`src/rtl/mem_pkg.sv`:
```
// Shared definitions for the memory-access stage.
//   state_t        : two-state access FSM encoding (IDLE, ACCESS)
//   ALIGN_MASK     : low address bits that must be zero for a 64-bit access
//   is_misaligned  : helper applying ALIGN_MASK to the low address bits
package mem_pkg;

  typedef enum logic [0:0] {
    IDLE   = 1'b0,
    ACCESS = 1'b1
  } state_t;

  localparam logic [2:0] ALIGN_MASK = 3'b111;

  function automatic logic is_misaligned(input logic [2:0] addr_lsb);
    return |(addr_lsb & ALIGN_MASK);
  endfunction

endpackage

```
`src/rtl/memory_access_flopre.sv`:
```
// flopre: N-bit register with synchronous active-high reset and load enable.
//   clk   : clock
//   reset : synchronous reset, clears q to 0 (has priority over en)
//   en    : load enable
//   d     : data in
//   q     : registered data out
module flopre #(
  parameter int N = 64
) (
  input  logic         clk,
  input  logic         reset,
  input  logic         en,
  input  logic [N-1:0] d,
  output logic [N-1:0] q
);

  always_ff @(posedge clk) begin
    if (reset) begin
      q <= '0;
    end else if (en) begin
      q <= d;
    end
  end

endmodule

```
`src/rtl/memory_access.sv`:
```
// memory_access: M pipeline stage. Captures the execute-stage result, performs
// an optional data-memory load/store handshake and presents the M results.
//
// Ports:
//   clk, reset                 : clock, synchronous active-high reset
//   valid_E + *_E              : execute-stage result and control (held by
//                                upstream while stall_E is high)
//   stall_E                    : high exactly while a memory access is pending
//   valid_M                    : one-cycle pulse, M outputs valid
//   aluResult_M, readData_M,
//   PCBranch_M, PCSrc_M        : stage results
//   misalign_M                 : misaligned memory op flag (only when the
//                                MEM_ALIGN_CHECK_EN macro is defined)
//   mem_req/we/addr/wdata      : data memory request, held until mem_ready
//   mem_ready, mem_rdata       : memory completion and load data
//
// Build option: define MEM_ALIGN_CHECK_EN to reject memory ops whose address
// has any of the low three bits set (reported through misalign_M instead of
// touching memory).
module memory_access
  import mem_pkg::*;
#(
  parameter int N = 64
) (
  input  logic         clk,
  input  logic         reset,
  input  logic         valid_E,
  input  logic [N-1:0] aluResult_E,
  input  logic [N-1:0] writeData_E,
  input  logic [N-1:0] PCBranch_E,
  input  logic         zero_E,
  input  logic         Branch_E,
  input  logic         memRead_E,
  input  logic         memWrite_E,
  output logic         stall_E,
  output logic         valid_M,
  output logic [N-1:0] aluResult_M,
  output logic [N-1:0] readData_M,
  output logic [N-1:0] PCBranch_M,
  output logic         PCSrc_M,
`ifdef MEM_ALIGN_CHECK_EN
  output logic         misalign_M,
`endif
  output logic         mem_req,
  output logic         mem_we,
  output logic [N-1:0] mem_addr,
  output logic [N-1:0] mem_wdata,
  input  logic         mem_ready,
  input  logic [N-1:0] mem_rdata
);

  state_t     state_reg, state_next;
  logic       valid_reg, valid_next;
  logic       capture;
  logic       mem_op_E;
  logic       misalign_E;
  logic       access_done;
  logic       load_done;
  logic [N-1:0] writeData_M;

  // Control bits captured alongside the data fields: {zero, branch, read, write}
  logic [3:0] ctrl_E;
  logic [3:0] ctrl_M;
  logic       zero_M, branch_M, read_M, write_M;

  assign capture     = (state_reg == IDLE) && valid_E;
  assign mem_op_E    = memRead_E | memWrite_E;
  assign access_done = (state_reg == ACCESS) && mem_ready;
  // A read+write op is treated as a write, so only pure loads update readData_M.
  assign load_done   = access_done && read_M && !write_M;

`ifdef MEM_ALIGN_CHECK_EN
  assign misalign_E = mem_op_E && is_misaligned(aluResult_E[2:0]);
`else
  assign misalign_E = 1'b0;
`endif

  // ---------------------------------------------------------------- FSM
  always_ff @(posedge clk) begin
    if (reset) begin
      state_reg <= IDLE;
      valid_reg <= 1'b0;
    end else begin
      state_reg <= state_next;
      valid_reg <= valid_next;
    end
  end

  always_comb begin
    state_next = state_reg;
    valid_next = 1'b0;
    case (state_reg)
      IDLE: begin
        if (capture) begin
          if (mem_op_E && !misalign_E) begin
            state_next = ACCESS;
          end else begin
            // ALU-only or rejected op: result is ready next cycle.
            valid_next = 1'b1;
          end
        end
      end
      ACCESS: begin
        if (mem_ready) begin
          state_next = IDLE;
          valid_next = 1'b1;
        end
      end
      default: state_next = IDLE;
    endcase
  end

`ifdef MEM_ALIGN_CHECK_EN
  logic misalign_reg;
  always_ff @(posedge clk) begin
    if (reset) begin
      misalign_reg <= 1'b0;
    end else begin
      misalign_reg <= capture && misalign_E;
    end
  end
  assign misalign_M = misalign_reg;
`endif

  // ---------------------------------------------------------- M registers
  flopre #(.N(N)) u_alu_result (
    .clk(clk), .reset(reset), .en(capture), .d(aluResult_E), .q(aluResult_M)
  );

  flopre #(.N(N)) u_write_data (
    .clk(clk), .reset(reset), .en(capture), .d(writeData_E), .q(writeData_M)
  );

  flopre #(.N(N)) u_pc_branch (
    .clk(clk), .reset(reset), .en(capture), .d(PCBranch_E), .q(PCBranch_M)
  );

  flopre #(.N(N)) u_read_data (
    .clk(clk), .reset(reset), .en(load_done), .d(mem_rdata), .q(readData_M)
  );

  assign ctrl_E = {zero_E, Branch_E, memRead_E, memWrite_E};

  generate
    for (genvar gi = 0; gi < 4; gi++) begin : g_ctrl
      flopre #(.N(1)) u_ctrl (
        .clk(clk), .reset(reset), .en(capture), .d(ctrl_E[gi]), .q(ctrl_M[gi])
      );
    end
  endgenerate

  assign {zero_M, branch_M, read_M, write_M} = ctrl_M;

  // -------------------------------------------------------------- outputs
  assign stall_E   = (state_reg == ACCESS);
  assign valid_M   = valid_reg;
  assign PCSrc_M   = valid_reg && branch_M && zero_M;
  assign mem_req   = (state_reg == ACCESS);
  assign mem_we    = (state_reg == ACCESS) && write_M;
  assign mem_addr  = aluResult_M;
  assign mem_wdata = writeData_M;

endmodule

```
`config.mk`:
```
export PLATFORM = sky130hd
export DESIGN_NAME = memory_access
export DESIGN_NICKNAME = d
export VERILOG_FILES = /design/src/rtl/mem_pkg.sv /design/src/rtl/memory_access_flopre.sv /design/src/rtl/memory_access.sv
export SDC_FILE = /design/constraint.sdc
export NUM_CORES = 1
export LEC_CHECK = 0
export BUFFER_PORTS_ARGS = -buffer_cell sky130_fd_sc_hd__buf_2
export CORE_AREA = 2 2 229 231
export CTS_CLUSTER_SIZE = 16
export DETAILED_ROUTE_END_ITERATION = 12
export DIE_AREA = 0 0 231 233
export SETUP_SLACK_MARGIN = 0.2
export SYNTH_ARGS = -nofsm -noshare
export SYNTH_HDL_FRONTEND = slang
export SYNTH_SLANG_ARGS = --single-unit
```
`constraint.sdc`:
```
create_clock -name clk -period 1.7 [get_ports clk]
set_clock_uncertainty 0.15 [all_clocks]
set_input_delay 0.255 -clock clk [delete_from_list [all_inputs] [get_ports clk]]
set_output_delay 0.255 -clock clk [all_outputs]
set_load 0.02 [all_outputs]
```
==> run metrics <==
Worst path slowest cell dfxtp_4; Pleak 0.00885 uW; post-DR wirelength/cell 18.2 um; initial antenna violation count 0; post-synthesis simple-gate area fraction 0.210; Cell Area, Synth 9570 um^2; FFs w/ async S/R, synth 0; Area growth syn-to-layout 105%; layout cells sized above 1 0.506; Congestion Overflow GR 0; Tmin final 1620 ps; clock buffer depth 3; post-synthesis xor/xnor area fraction 0; setup TNS 0 ps; Die X 231 um; first-pass GRT wire length 63700 um; syn avg cell area 7.93 um^2; slowest stage delay, CP 360 ps; hold path depth 2; Distinct cells, synth 18; synth top area cells dfxtp_1, nand2_1, a21oi_1; yosys warns 0; RSZ-0062 raised after global routing yes; max-slew violations 0; # IOs 589; largest family of logic cells by synthesized area simple AND/OR/NAND/NOR gates; drt pass-1 iters 5; CTS tree yes; Total GRT Usage 0.151; number of antenna diodes 0; fill cell count 4738; Initial Utilization 0.187; Final ANT Viol Nets 0; DRT iter0 DRCs 515; Num CTS Buffers 29; DR vias 12100; fin crit share 0.952; mux contribution to synthesized area 0; PwrDens 844 nW/um^2; final setup fails 0; Post-Syn Nets 1470; cell area after placement 13000 um^2; Max transition margin 0.657; top cell type's share of synthesized area 0.548; most used cell, CP buf_12; hold crit path type in2reg; Clk Latency, worst-skew pair 550 ps; vias per cell 4.40; post-synth top area cell dfxtp_1; clock sinks 262; Main synth FF type dfxtp_1; CP required 2030 ps; CTS root buf clkbuf_16; Final GP Congestion 0.905; Die ar. 53800 um^2; most instantiated cells after synthesis nand2_1, dfxtp_1, a21oi_1; post-synthesis sequential area ratio 0.548; Setup crit end kind flop; status finished, final reports clean; Peak Freq 0.618 GHz; register bit total from synthesis 262; cell area after layout 19600 um^2; MaxCap Viol Count 0; Post-Route WL 50200 um; worst vdd ir 0.633 mV; Final nets 2322; most frequent cell after synthesis nand2_1; Post-Synthesis Cells 1206; Final HPWL DP 26200 um; worst-margin pin slew 515 ps; total core area 51100 um^2; Final Hold Violating Endpoints 0; Synth Area in Compound Gates 0.138; critical path, cell by cell buf_12 -> nor2b_4 -> buf_12 -> buf_16 -> buf_12 -> buf_16 -> nand2_1 -> a21oi_1; adder-cell share of the synthesized area 0; EDFF count, synth 0; critical path fanouts, max 8; DRC 0; Die Y 233 um; largest net degree at the start of global routing 45; R2R depth 8; row count 83; startpoint types flop; PortBufs 588; Arrival @ worst endpoint 1940 ps; CTS H-tree lvls 1; vias in the first global route 11600; CP Class reg2reg; clock slew at the register clock pins of the worst setup and hold paths 60 ps
[registers in the layout (all words and copies together) (netlist names)]
register and cells:
valid_M 1, g_ctrl.u_ctrl.q 4, u_write_data.q 64, u_alu_result.q 64, u_read_data.q 64, u_pc_branch.q 64
mem_req 1
[through the flow]
step                      hold slack, ps  setup slack (ps)  std cells  total power (uW)   util
after floorplan                      241               242       1206              8000      -
after global routing                58.4             -9.81       2758             17100  0.384
final                               56.3              81.9       2758             16600  0.384
after detailed placement             294              63.0       2373              8890  0.254
after global placement               289               123       2373              8860  0.254
after CTS                           27.4              68.6       2728             16100  0.354
[cell families after synthesis]
family	count (synthesis)
buffers and inverters	153
flip-flops	262
AO/OA/AOI/OAI	262
AND/OR/NAND/NOR	529
[area by class of cell]
| class | instances | area, um^2 | share of cell area |
|---|---|---|---|
| multi-input combinational | 791 | 4280 | 0.218 |
| inverter | 1 | 3.75 | 0.000191 |
| sequential | 262 | 5360 | 0.273 |
| clock buffer | 42 | 835 | 0.0425 |
| timing repair buffer | 973 | 8200 | 0.418 |
| tap | 680 | 851 | 0.0433 |
| clock inverter | 9 | 97.6 | 0.00497 |
[cell usage in the layout (no fill, tap or decap), types with 7 or more instances in the layout]
cell	Yosys	routed
a21oi_1	260	132
a21oi_2	0	128
buf_12	0	29
buf_16	0	19
buf_2	28	444
buf_4	71	142
buf_6	15	45
buf_8	1	13
clkbuf_1	37	7
clkbuf_16	0	47
clkbuf_8	0	7
dfxtp_1	262	183
dfxtp_2	0	73
dlygate4sd3_1	0	261
nand2_1	520	438
nand2_2	0	34
nand2_4	0	48
[metal layers]
metal | part of all wire | GRT usage | vias to the layer above
met3 | 0.081 | 0.0313 | 149
li1 | - | - | 5511
met1 | 0.37 | 0.161 | 5729
met5 | 0 | 0 | -
met2 | 0.50 | 0.284 | 737
met4 | 0.048 | 0.0675 | 0
[critical path, delay by kind of cell (launching register included)]
family | cells | cell delay, ps
AO/OA/AOI/OAI | 1 | 160
AND/OR/NAND/NOR | 2 | 180
buffers and inverters | 5 | 670
flip-flops | 1 | 360
[worst paths after layout]
kind                                   from                               to  slack (ps)
max reg2reg              mem_req$_SDFF_PP0_   u_pc_branch.q[56]$_SDFFE_PP0P_          80
min                                   reset  u_alu_result.q[25]$_SDFFE_PP0P_          60
max                      mem_req$_SDFF_PP0_   u_pc_branch.q[56]$_SDFFE_PP0P_          80
min reg2reg  u_read_data.q[11]$_SDFFE_PP0P_   u_read_data.q[11]$_SDFFE_PP0P_         300
[where the power goes]
part / internal [uW] / switching [uW] / total [uW]
combinational: 1830 / 1850 / 3690
clock: 3670 / 2540 / 6210
sequential: 6460 / 222 / 6680
[what timing repair did]
| action | in CTS | in global routing |
|---|---|---|
| hold buffers | 261 | 0 |
| gates cloned | 17 | 21 |
| setup endpoints to repair | 390 | 367 |
| resized for setup | 316 | 277 |
| buffers inserted | 26 | 10 |
| pin swaps | 12 | 101 |
| endpoints found under the hold margin | 262 | 0 |
No activity file was read; power rests on OpenSTA's default activity.
